`src/rtl/bsk_mgr_cut_scheduler_if.sv`:
```
// Handshake bundle between the cut scheduler and its key loader / PBS readers.
// master: scheduler side (drives offers, receives accepts/completions/releases).
// slave : loader + readers side.
//   ld_vld/ld_rdy/ld_slot/ld_cut   : buffer allocation offer to the loader
//   ld_done/ld_done_slot           : load completion for one buffer
//   rd_vld/rd_rdy/rd_slot/rd_cut   : per-reader offer of the next ready cut (flattened)
//   rd_rel                         : per-reader release of its oldest accepted buffer
interface bsk_mgr_cut_scheduler_if #(
    parameter int unsigned BSK_CUT_NB = 2,
    parameter int unsigned SLOT_NB    = 2,
    parameter int unsigned READER_NB  = 2
);
    localparam int unsigned SLOT_W = (SLOT_NB > 1) ? $clog2(SLOT_NB) : 1;
    localparam int unsigned CUT_W  = (BSK_CUT_NB > 1) ? $clog2(BSK_CUT_NB) : 1;

    logic                          ld_vld;
    logic                          ld_rdy;
    logic [SLOT_W-1:0]             ld_slot;
    logic [CUT_W-1:0]              ld_cut;
    logic                          ld_done;
    logic [SLOT_W-1:0]             ld_done_slot;
    logic [READER_NB-1:0]          rd_vld;
    logic [READER_NB-1:0]          rd_rdy;
    logic [READER_NB*SLOT_W-1:0]   rd_slot;
    logic [READER_NB*CUT_W-1:0]    rd_cut;
    logic [READER_NB-1:0]          rd_rel;

    modport master (
        output ld_vld, ld_slot, ld_cut, rd_vld, rd_slot, rd_cut,
        input  ld_rdy, ld_done, ld_done_slot, rd_rdy, rd_rel
    );

    modport slave (
        input  ld_vld, ld_slot, ld_cut, rd_vld, rd_slot, rd_cut,
        output ld_rdy, ld_done, ld_done_slot, rd_rdy, rd_rel
    );
endinterface

```
`src/rtl/bsk_mgr_cut_scheduler.sv`:
```
// Sequences BSK_CUT_NB key cuts through SLOT_NB cut buffers. Buffers are handed to the
// loader in ring order, become READY on ld_done, are offered to every reader in ring
// order and return to FREE once all readers have released them.
// Ports:
//   clk, a_rst_n : clock, asynchronous active-low reset
//   enable       : allow new load allocations
//   flush        : return to initial state (refused while any buffer is loading)
//   bus          : loader / reader handshakes (master side)
//   ready_cnt    : registered number of READY buffers (lags the state by one cycle)
//   err          : one-cycle pulse, registered, after a protocol violation
module bsk_mgr_cut_scheduler #(
    parameter int unsigned BSK_CUT_NB = 2,
    parameter int unsigned SLOT_NB    = 2,
    parameter int unsigned READER_NB  = 2
) (
    input  logic                           clk,
    input  logic                           a_rst_n,
    input  logic                           enable,
    input  logic                           flush,
    bsk_mgr_cut_scheduler_if.master        bus,
    output logic [$clog2(SLOT_NB+1)-1:0]   ready_cnt,
    output logic                           err
);
    localparam int unsigned SLOT_W = (SLOT_NB > 1) ? $clog2(SLOT_NB) : 1;
    localparam int unsigned CUT_W  = (BSK_CUT_NB > 1) ? $clog2(BSK_CUT_NB) : 1;
    localparam int unsigned CNT_W  = $clog2(SLOT_NB + 1);

    typedef enum logic [1:0] {StFree, StLoading, StReady} slot_st_e;

    slot_st_e             state_q   [SLOT_NB];
    slot_st_e             state_d   [SLOT_NB];
    logic [CUT_W-1:0]     cut_id_q  [SLOT_NB];
    logic [CUT_W-1:0]     cut_id_d  [SLOT_NB];
    logic [READER_NB-1:0] taken_q   [SLOT_NB];
    logic [READER_NB-1:0] taken_d   [SLOT_NB];
    logic [READER_NB-1:0] rel_q     [SLOT_NB];
    logic [READER_NB-1:0] rel_d     [SLOT_NB];

    logic [SLOT_W-1:0]    rd_ptr_q  [READER_NB];
    logic [SLOT_W-1:0]    rd_ptr_d  [READER_NB];
    logic [SLOT_W-1:0]    rel_ptr_q [READER_NB];
    logic [SLOT_W-1:0]    rel_ptr_d [READER_NB];
    logic [CNT_W-1:0]     out_cnt_q [READER_NB];
    logic [CNT_W-1:0]     out_cnt_d [READER_NB];

    logic [SLOT_W-1:0]    ld_ptr_q, ld_ptr_d;
    logic [CUT_W-1:0]     ld_cut_q, ld_cut_d;
    logic [CNT_W-1:0]     ready_cnt_q, ready_cnt_d;
    logic                 err_q, err_d;

    logic                 ld_vld, ld_hs;
    logic [READER_NB-1:0] rd_vld, rd_hs, rel_ok;
    logic                 any_loading, done_ok, flush_ok;
    logic [CNT_W-1:0]     ready_now;

    function automatic logic [SLOT_W-1:0] slot_inc(input logic [SLOT_W-1:0] p);
        return (p == SLOT_W'(SLOT_NB - 1)) ? '0 : p + SLOT_W'(1);
    endfunction

    function automatic logic [CUT_W-1:0] cut_inc(input logic [CUT_W-1:0] p);
        return (p == CUT_W'(BSK_CUT_NB - 1)) ? '0 : p + CUT_W'(1);
    endfunction

    // Status decode and handshake qualification, all from registered state.
    always_comb begin
        any_loading = 1'b0;
        done_ok     = 1'b0;
        ready_now   = '0;
        for (int s = 0; s < SLOT_NB; s++) begin
            if (state_q[s] == StLoading) begin
                any_loading = 1'b1;
                if (bus.ld_done_slot == SLOT_W'(s)) done_ok = bus.ld_done;
            end
            if (state_q[s] == StReady) ready_now = ready_now + CNT_W'(1);
        end
        flush_ok = flush && !any_loading;
        ld_vld   = enable && !flush && (state_q[ld_ptr_q] == StFree);
        ld_hs    = ld_vld && bus.ld_rdy;
        for (int r = 0; r < READER_NB; r++) begin
            // Strict in-order delivery: only the slot at rd_ptr is ever offered.
            rd_vld[r] = (state_q[rd_ptr_q[r]] == StReady) && !taken_q[rd_ptr_q[r]][r];
            rd_hs[r]  = rd_vld[r] && bus.rd_rdy[r];
            rel_ok[r] = bus.rd_rel[r] && (out_cnt_q[r] != '0);
        end
    end

    always_comb begin
        bus.rd_slot = '0;
        bus.rd_cut  = '0;
        for (int r = 0; r < READER_NB; r++) begin
            bus.rd_slot[r*SLOT_W +: SLOT_W] = rd_ptr_q[r];
            bus.rd_cut[r*CUT_W +: CUT_W]    = cut_id_q[rd_ptr_q[r]];
        end
    end

    assign bus.ld_vld  = ld_vld;
    assign bus.ld_slot = ld_ptr_q;
    assign bus.ld_cut  = ld_cut_q;
    assign bus.rd_vld  = rd_vld;
    assign ready_cnt   = ready_cnt_q;
    assign err         = err_q;

    always_comb begin
        state_d     = state_q;
        cut_id_d    = cut_id_q;
        taken_d     = taken_q;
        rel_d       = rel_q;
        rd_ptr_d    = rd_ptr_q;
        rel_ptr_d   = rel_ptr_q;
        out_cnt_d   = out_cnt_q;
        ld_ptr_d    = ld_ptr_q;
        ld_cut_d    = ld_cut_q;
        ready_cnt_d = ready_now;
        err_d       = (bus.ld_done && !done_ok) || (|(bus.rd_rel & ~rel_ok)) ||
                      (flush && any_loading);

        if (ld_hs) begin
            ld_ptr_d = slot_inc(ld_ptr_q);
            ld_cut_d = cut_inc(ld_cut_q);
        end

        for (int r = 0; r < READER_NB; r++) begin
            if (rd_hs[r])  rd_ptr_d[r]  = slot_inc(rd_ptr_q[r]);
            if (rel_ok[r]) rel_ptr_d[r] = slot_inc(rel_ptr_q[r]);
            out_cnt_d[r] = out_cnt_q[r] + CNT_W'(rd_hs[r]) - CNT_W'(rel_ok[r]);
        end

        // Load, completion and release always hit slots in different states, so the
        // per-slot updates below never collide.
        for (int s = 0; s < SLOT_NB; s++) begin
            if (ld_hs && (ld_ptr_q == SLOT_W'(s))) begin
                state_d[s]  = StLoading;
                cut_id_d[s] = ld_cut_q;
            end
            if (done_ok && (bus.ld_done_slot == SLOT_W'(s))) begin
                state_d[s] = StReady;
                taken_d[s] = '0;
                rel_d[s]   = '0;
            end
            for (int r = 0; r < READER_NB; r++) begin
                if (rd_hs[r] && (rd_ptr_q[r] == SLOT_W'(s)))   taken_d[s][r] = 1'b1;
                if (rel_ok[r] && (rel_ptr_q[r] == SLOT_W'(s))) rel_d[s][r]   = 1'b1;
            end
            if ((state_q[s] == StReady) && (rel_d[s] == '1)) state_d[s] = StFree;
        end

        // An accepted flush overrides every same-cycle event.
        if (flush_ok) begin
            for (int s = 0; s < SLOT_NB; s++) begin
                state_d[s]  = StFree;
                cut_id_d[s] = '0;
                taken_d[s]  = '0;
                rel_d[s]    = '0;
            end
            for (int r = 0; r < READER_NB; r++) begin
                rd_ptr_d[r]  = '0;
                rel_ptr_d[r] = '0;
                out_cnt_d[r] = '0;
            end
            ld_ptr_d    = '0;
            ld_cut_d    = '0;
            ready_cnt_d = '0;
            err_d       = 1'b0;
        end
    end

    always_ff @(posedge clk or negedge a_rst_n) begin
        if (!a_rst_n) begin
            for (int s = 0; s < SLOT_NB; s++) begin
                state_q[s]  <= StFree;
                cut_id_q[s] <= '0;
                taken_q[s]  <= '0;
                rel_q[s]    <= '0;
            end
            for (int r = 0; r < READER_NB; r++) begin
                rd_ptr_q[r]  <= '0;
                rel_ptr_q[r] <= '0;
                out_cnt_q[r] <= '0;
            end
            ld_ptr_q    <= '0;
            ld_cut_q    <= '0;
            ready_cnt_q <= '0;
            err_q       <= 1'b0;
        end else begin
            state_q     <= state_d;
            cut_id_q    <= cut_id_d;
            taken_q     <= taken_d;
            rel_q       <= rel_d;
            rd_ptr_q    <= rd_ptr_d;
            rel_ptr_q   <= rel_ptr_d;
            out_cnt_q   <= out_cnt_d;
            ld_ptr_q    <= ld_ptr_d;
            ld_cut_q    <= ld_cut_d;
            ready_cnt_q <= ready_cnt_d;
            err_q       <= err_d;
        end
    end
endmodule
```
`src/flat_wrapper.sv`:
```
// flat-port wrapper written by rule: the top's interface ports become plain ports
module bsk_mgr_cut_scheduler_flat 
#(
    parameter int unsigned BSK_CUT_NB = 2,
    parameter int unsigned SLOT_NB    = 2,
    parameter int unsigned READER_NB  = 2
)
  (clk, a_rst_n, enable, flush, ready_cnt, err, bus_ld_vld, bus_ld_slot, bus_ld_cut, bus_rd_vld, bus_rd_slot, bus_rd_cut, bus_ld_rdy, bus_ld_done, bus_ld_done_slot, bus_rd_rdy, bus_rd_rel);
  bsk_mgr_cut_scheduler_if #(.BSK_CUT_NB(BSK_CUT_NB), .SLOT_NB(SLOT_NB), .READER_NB(READER_NB)) bus_i ();
  input  logic clk;
  input  logic a_rst_n;
  input  logic enable;
  input  logic flush;
  output logic [$clog2(SLOT_NB+1)-1:0] ready_cnt;
  output logic err;
  output wire logic [$bits(bus_i.ld_vld)-1:0] bus_ld_vld;
  output wire logic [$bits(bus_i.ld_slot)-1:0] bus_ld_slot;
  output wire logic [$bits(bus_i.ld_cut)-1:0] bus_ld_cut;
  output wire logic [$bits(bus_i.rd_vld)-1:0] bus_rd_vld;
  output wire logic [$bits(bus_i.rd_slot)-1:0] bus_rd_slot;
  output wire logic [$bits(bus_i.rd_cut)-1:0] bus_rd_cut;
  input wire logic [$bits(bus_i.ld_rdy)-1:0] bus_ld_rdy;
  input wire logic [$bits(bus_i.ld_done)-1:0] bus_ld_done;
  input wire logic [$bits(bus_i.ld_done_slot)-1:0] bus_ld_done_slot;
  input wire logic [$bits(bus_i.rd_rdy)-1:0] bus_rd_rdy;
  input wire logic [$bits(bus_i.rd_rel)-1:0] bus_rd_rel;
  assign bus_ld_vld = bus_i.ld_vld;
  assign bus_ld_slot = bus_i.ld_slot;
  assign bus_ld_cut = bus_i.ld_cut;
  assign bus_rd_vld = bus_i.rd_vld;
  assign bus_rd_slot = bus_i.rd_slot;
  assign bus_rd_cut = bus_i.rd_cut;
  assign bus_i.ld_rdy = bus_ld_rdy;
  assign bus_i.ld_done = bus_ld_done;
  assign bus_i.ld_done_slot = bus_ld_done_slot;
  assign bus_i.rd_rdy = bus_rd_rdy;
  assign bus_i.rd_rel = bus_rd_rel;
  bsk_mgr_cut_scheduler #(.BSK_CUT_NB(BSK_CUT_NB), .SLOT_NB(SLOT_NB), .READER_NB(READER_NB)) u_core (.clk(clk), .a_rst_n(a_rst_n), .enable(enable), .flush(flush), .bus(bus_i), .ready_cnt(ready_cnt), .err(err));
endmodule
```
`config.mk`:
```
export PLATFORM = sky130hd
export DESIGN_NAME = bsk_mgr_cut_scheduler_flat
export DESIGN_NICKNAME = d
export VERILOG_FILES = /design/src/rtl/bsk_mgr_cut_scheduler_if.sv /design/src/rtl/bsk_mgr_cut_scheduler.sv /design/src/flat_wrapper.sv
export SDC_FILE = /design/constraint.sdc
export NUM_CORES = 1
export LEC_CHECK = 0
export CORE_MARGIN = 5
export CORE_UTILIZATION = 45
export DETAILED_ROUTE_END_ITERATION = 12
export GPL_TIMING_DRIVEN = 0
export PLACE_DENSITY_LB_ADDON = 0.12
export SLEW_MARGIN = 5
export SYNTH_ARGS = -nofsm -noshare
export SYNTH_HDL_FRONTEND = slang
export SYNTH_SLANG_ARGS = --single-unit
```
`constraint.sdc`:
```
create_clock -name clk -period 4.5 [get_ports clk]
set_input_delay 0.9 -clock clk [delete_from_list [all_inputs] [get_ports clk]]
set_output_delay 0.9 -clock clk [all_outputs]
set_load 0.05 [all_outputs]
```
# ---- Yosys cells after proc, flatten, opt, wreduce, memory -nomap -nowiden
# Index checks and enable logic that the tools add are counted.
dict set report op_classes {
  add_sub_neg 11
  n_lt_le_gt_ge 3
  eq_ne 8
  mux 72
  bitwise 11
  n_reduce_logical 50
}
# op n
set op_table {}
lappend op_table {{two-way mux 2 bit} 27}
lappend op_table {{two-way mux 1 bit} 41}
lappend op_table {{logical AND 1 bit} 26}
lappend op_table {{nonzero test 2 bit} 9}
lappend op_table {{two-way mux 4 bit} 4}
lappend op_table {{equality test 2 bit (second input constant)} 6}
lappend op_table {{nonzero test 3 bit} 4}
lappend op_table {{nonzero test 4 bit} 2}
lappend op_table {{adder 1 bit (second input constant)} 6}
lappend op_table {{>= comparator 2 bit (second input constant)} 3}
lappend op_table {{inverter 1 bit} 6}
lappend op_table {{inverter 1 -> 2 bit} 3}
lappend op_table {{logical NOT 1 bit} 5}
lappend op_table {{adder 2 x 1 -> 2 bit} 2}
lappend op_table {{equality test 2 x 1 -> 1 bit (second input constant)} 2}
lappend op_table {{subtractor 2 x 1 -> 2 bit} 2}
lappend op_table {{adder 1 x 1 -> 2 bit (second input constant)} 1}
lappend op_table {{AND 2 bit} 1}
lappend op_table {{logical NOT 2 bit} 1}
lappend op_table {{logical OR 1 bit} 2}
lappend op_table {{inverter 2 bit} 1}
lappend op_table {{OR reduction 2 bit} 1}
dict set report totals {
  register_bits 27
  inputBits 11
  output_inout_bits 12
  word_cells 175
}

# ---- Depth between registers and ports, before layout
# Gate-level depths: netlist of the first run.
dict set report depth {
  word_depth 12
  ltp_mapped 8
  depth_no_buf 8
}

# ---- Worst setup path before layout of the first run
# Ideal clock, no wire load.
dict set report synth_timing {
  path_kind {register -> output}
  startpoint {register u_core.ld_ptr_q, in the netlist u_core.bus.ld_slot}
  endpoint {output port bus_ld_vld}
  arrival_ns 2.222
  t_required_ns 3.600
  setup_slack_ns 1.378
  path_stages_with_launch 4
  n_path_buf 0
  path_cell_list {dfrtp_1 nor3_1 nor2_1 nor3b_1}
}
dict set report synth_via {
  elab_chain_cells 6
}
# element line_no
set synth_rtl {}
lappend synth_rtl {{from (decl)} bsk_mgr_cut_scheduler.sv:46} ;# logic [SLOT_W-1:0] ld_ptr_q, ld_ptr_d;
lappend synth_rtl {{from (signal assigned)} bsk_mgr_cut_scheduler.sv:192} ;# ld_ptr_q <= ld_ptr_d;
lappend synth_rtl {{inverter 1 -> 2 bit (implied by the code)} bsk_mgr_cut_scheduler.sv:77} ;# ld_vld = enable && !flush && (state_q[ld_ptr_q] == StFree);
lappend synth_rtl {{two-way mux 2 bit (implied by the code) (3 in a row)} bsk_mgr_cut_scheduler.sv:77}
lappend synth_rtl {{logical NOT 2 bit} bsk_mgr_cut_scheduler.sv:77}
lappend synth_rtl {{logical AND 1 bit} bsk_mgr_cut_scheduler.sv:77}
lappend synth_rtl {{to (decl)} flat_wrapper.sv:16} ;# output wire logic [$bits(bus_i.ld_vld)-1:0] bus_ld_vld;
# No other way between the ends. The select of a mux whose other input is x is not followed.

# ---- Worst setup path after layout of the first run
dict set report layout_timing {
  startpoint {input port flush}
  endpoint {output port bus_ld_vld}
}
dict set report layout_via {
  elab_chain_cells 3
}
# element line_no
set layout_rtl {}
lappend layout_rtl {{from (decl)} flat_wrapper.sv:13} ;# input logic flush;
lappend layout_rtl {{logical NOT 1 bit} bsk_mgr_cut_scheduler.sv:77}
lappend layout_rtl {{logical AND 1 bit (2 in a row)} bsk_mgr_cut_scheduler.sv:77}
# No other way between the ends.

==> results of run 1 <==
==> critical path, stage by stage <==
cell             delay (ns)
clkdlybuf4s50_1        0.52
nor3b_1                0.24
clkdlybuf4s50_1        0.83
==> stage by stage <==
| step | hold slack (ns) | instances | power [uW] | cell area (um2) | utilization [%] |
|---|---|---|---|---|---|
| after floorplan | 0.492 | 145 | 452 | 1430 | - |
| after global placement | 0.509 | 211 | 507 | 1710 | 56.0 |
| after detailed placement | 0.518 | 211 | 518 | 1710 | 56.0 |
| after CTS | 0.537 | 215 | 627 | 1740 | 56.9 |
| after global routing | 0.563 | 215 | 666 | 1730 | 56.7 |
| final | 0.538 | 215 | 620 | 1730 | 56.7 |
==> synth_stat cells, types with 3 or more instances <==
| cell | instances |
|---|---|
| o21ai_0 | 4 |
| nor2b_1 | 7 |
| nor2_1 | 11 |
| nand3b_1 | 3 |
| nor3b_1 | 3 |
| nand2_1 | 7 |
| inv_1 | 13 |
| ha_1 | 5 |
| and2_1 | 4 |
| a31oi_1 | 3 |
| nor3_1 | 4 |
| dfrtp_1 | 27 |
| nand2b_1 | 3 |
| a21oi_1 | 12 |
==> cells in the final DEF (no fill, tap or decap), types with 2 or more instances in the layout <==
master	Yosys	routed
clkbuf_4	0	3
nand3b_1	3	3
o21ai_0	4	4
nor3_1	4	4
nand3_1	2	2
xnor2_1	2	2
a32o_1	2	2
a31oi_1	3	3
dfrtp_1	27	27
ha_1	5	5
buf_6	2	2
inv_1	13	13
a21oi_1	12	12
nor3b_1	3	3
nand2_1	7	7
mux2_2	2	2
clkdlybuf4s50_1	0	21
o21ba_2	2	2
a22oi_1	2	2
nand2b_1	3	3
and2_1	4	4
nor2b_1	7	7
buf_2	2	3
nand4bb_1	2	2
nor2_1	11	11
xor2_1	2	2
==> logic make-up after synthesis <==
kind of cell | count (synthesis) | share of synthesized area [%]
compound gates | 36 | 17.0
buf+inv | 18 | 5.93
xor+xnor | 4 | 2.44
simple gates | 52 | 20.8
mux | 3 | 2.36
flops | 27 | 47.1
fa+ha+maj | 5 | 4.36
==> state kept, by name, indices dropped and copies added, names as in the netlist <==
register            cells
u_core.err              1
u_core.bus.ld_cut       1
u_core.cut_id_q         2
u_core.rel_ptr_q        2
u_core.ready_cnt        2
u_core.out_cnt_q        4
u_core.taken_q          4
u_core.bus.ld_slot      1
u_core.bus.rd_slot      2
u_core.state_q          4
u_core.rel_q            4
==> routing by layer <==
layer	routed length, um	vias to the layer above	share of wire (%)
met1	1440	564	46
met4	40	0	1.3
li1	-	565	-
met2	1530	35	48
met5	0	-	0
met3	145	4	4.6
==> final cells by class <==
| type | count | area, um2 | share of cell area (%) |
|---|---|---|---|
| buffer | 5 | 36.3 | 2.10 |
| inverter | 13 | 48.8 | 2.82 |
| tap | 44 | 55.1 | 3.18 |
| sequential | 27 | 676 | 39.0 |
| clock inverter | 1 | 5.00 | 0.289 |
| clock buffer | 3 | 22.5 | 1.30 |
| multi-input combinational | 100 | 673 | 38.9 |
| timing repair buffer | 22 | 215 | 12.4 |
==> power groups by stage <==
stage | Clock [uW] | Sequential (uW) | Combinational [uW]
after floorplan | 0 | 322 | 130
after global placement | 0 | 308 | 199
after detailed placement | 0 | 310 | 208
after CTS | 111 | 305 | 211
after global routing | 123 | 310 | 233
final | 107 | 306 | 207
==> worst max-delay path by stage <==
stage / endpoint / slack, ns / cells after the start
after floorplan: bus_ld_vld / 1.38 / 3
after global placement: bus_ld_vld / 1.12 / 3
after detailed placement: bus_ld_vld / 1.08 / 3
after CTS: bus_ld_vld / 1.08 / 3
after global routing: bus_ld_vld / 0.99 / 3
final: bus_ld_vld / 1.10 / 3
==> metrics, run 1 <==
Hold Startpoint=u_core.rel_q[2]; global-route wire length before repair=5400 um; yosys synthesis warning count=0; routing usage on met2=26.3%; Worst Hold Path EP=u_core.rel_q[2]; Slew headroom=59.9%; sw power=223 uW; Worst R2R End=u_core.out_cnt_q[1]; Clock transition at path regs=0.14 ns; post-synth top area share=47.1%; MaxCap Viol Count=0; Initial Utilization=47.0%; Slew @ Worst Pin=0.601 ns; Post-CTS Setup Bufs=0; R2R depth=8; r2r startpoint=u_core.state_q[0]; fmax=0.295 GHz; ys async rst share=100%; drt wl/cell=14.7 um; area leader, netlist=dfrtp_1; outcome=completed; synth unique cells=43; largest net degree at the start of global routing=28; Die H=66.5 um; worst endpoint data arrival time=2.50 ns; H-tree levels=1; cts hold-fix bufs=0; Post-synth EDFFs=0; # DRC=0; Setup WS pre-CTS=1.08 ns; grt peak-use layer=met2; Worst Setup Slack, final=1.10 ns; DIE AREA=4420 um2; Final min period=3.40 ns; synthesized area=1430 um2; Final Hold Viols=0; Num CTS Buffers=3; GR Layer Usage met3=3.20%; diode count=0; sw frac=36.0%; Clock Sinks=27; DR iter-0 viols=68; Final Cycle Share=75.4%; Synth Flop Type=dfrtp_1; sequential element share of the synthesized area=47.1%; routing usage on met1=20.7%; overall global routing resource usage=16.1%; grt ovf=0; Setup Skew=0.00329 ns; initial antenna violation count=0; Finish-stage setup viols=0; CORE AREA=3050 um2; via density per instance=5.43; top cells by area, synth=dfrtp_1 (47%), ha_1 (4.4%), a21oi_1 (4.2%); Setup crit end kind=output port; syn nets=161; RD Place Congestion=0.793; synthesized flop and latch total=27; Avg Cell Area, Syn=9.89 um2; worst skew pair latency=0.33 ns; worst IR drop on VDD=157 uV; die span in x=66.5 um; Layout area overhead=20.8%; cells after synthesis=145; Slew Viols, Final=0; CP startpoint=flush; ratio of cells with drive above 1 in the final layout=8.19%; layout net count=188; hpwl dp=2390 um; RSZ-0062 raised after global routing=no; Fillers=298; CTS Buffer Depth=2; combinational group share of total power=33.4%; PortBufs=22; Hold Crit Class=reg2reg; clk root buf=clkbuf_4; crit path launch type=input port; pwr dens=358 nW/um2; internal power=397 uW; Rows=20; vias in the first global route=1179; Routed WL=3160 um; critical path class=in2out; Flop pwr share=49.3%; Hold Crit Depth=2; number of detailed-route iterations in the first pass=4; Crit Path Max Fanout=7; Clock Power Share=17.3%; CTS resizes=0; ANT nets after route=0; required time of the critical path=3.60 ns; setup TNS=0 ns; IO Pins=23; via count=1168; TritonCTS clock tree=built; Lkg Pwr=0.000761 uW; reg-to-reg setup timing slack=2.42 ns
No activity file was read; power rests on OpenSTA's default activity.
==> inputs of run 2 (changes only) <==
- clock period: 4.5 -> 3.45 ns (I/O delays scaled with it)
==> results of run 2 <==
Same layout as run 1 (identical final DEF). Status: completed.
Among the figures that moved: setup slack after placement 1.08 ns -> 0.453 ns; setup slack after layout 1.10 ns -> 0.323 ns; hold slack 0.538 ns -> 0.342 ns; start point of the critical path flush -> u_core.state_q[0]; end point of the critical path bus_ld_vld -> bus_rd_vld[1]; register-to-register setup slack 2.42 ns -> 1.37 ns; total power 620 uW -> 809 uW; worst IR drop on VDD 157 uV -> 204 uV
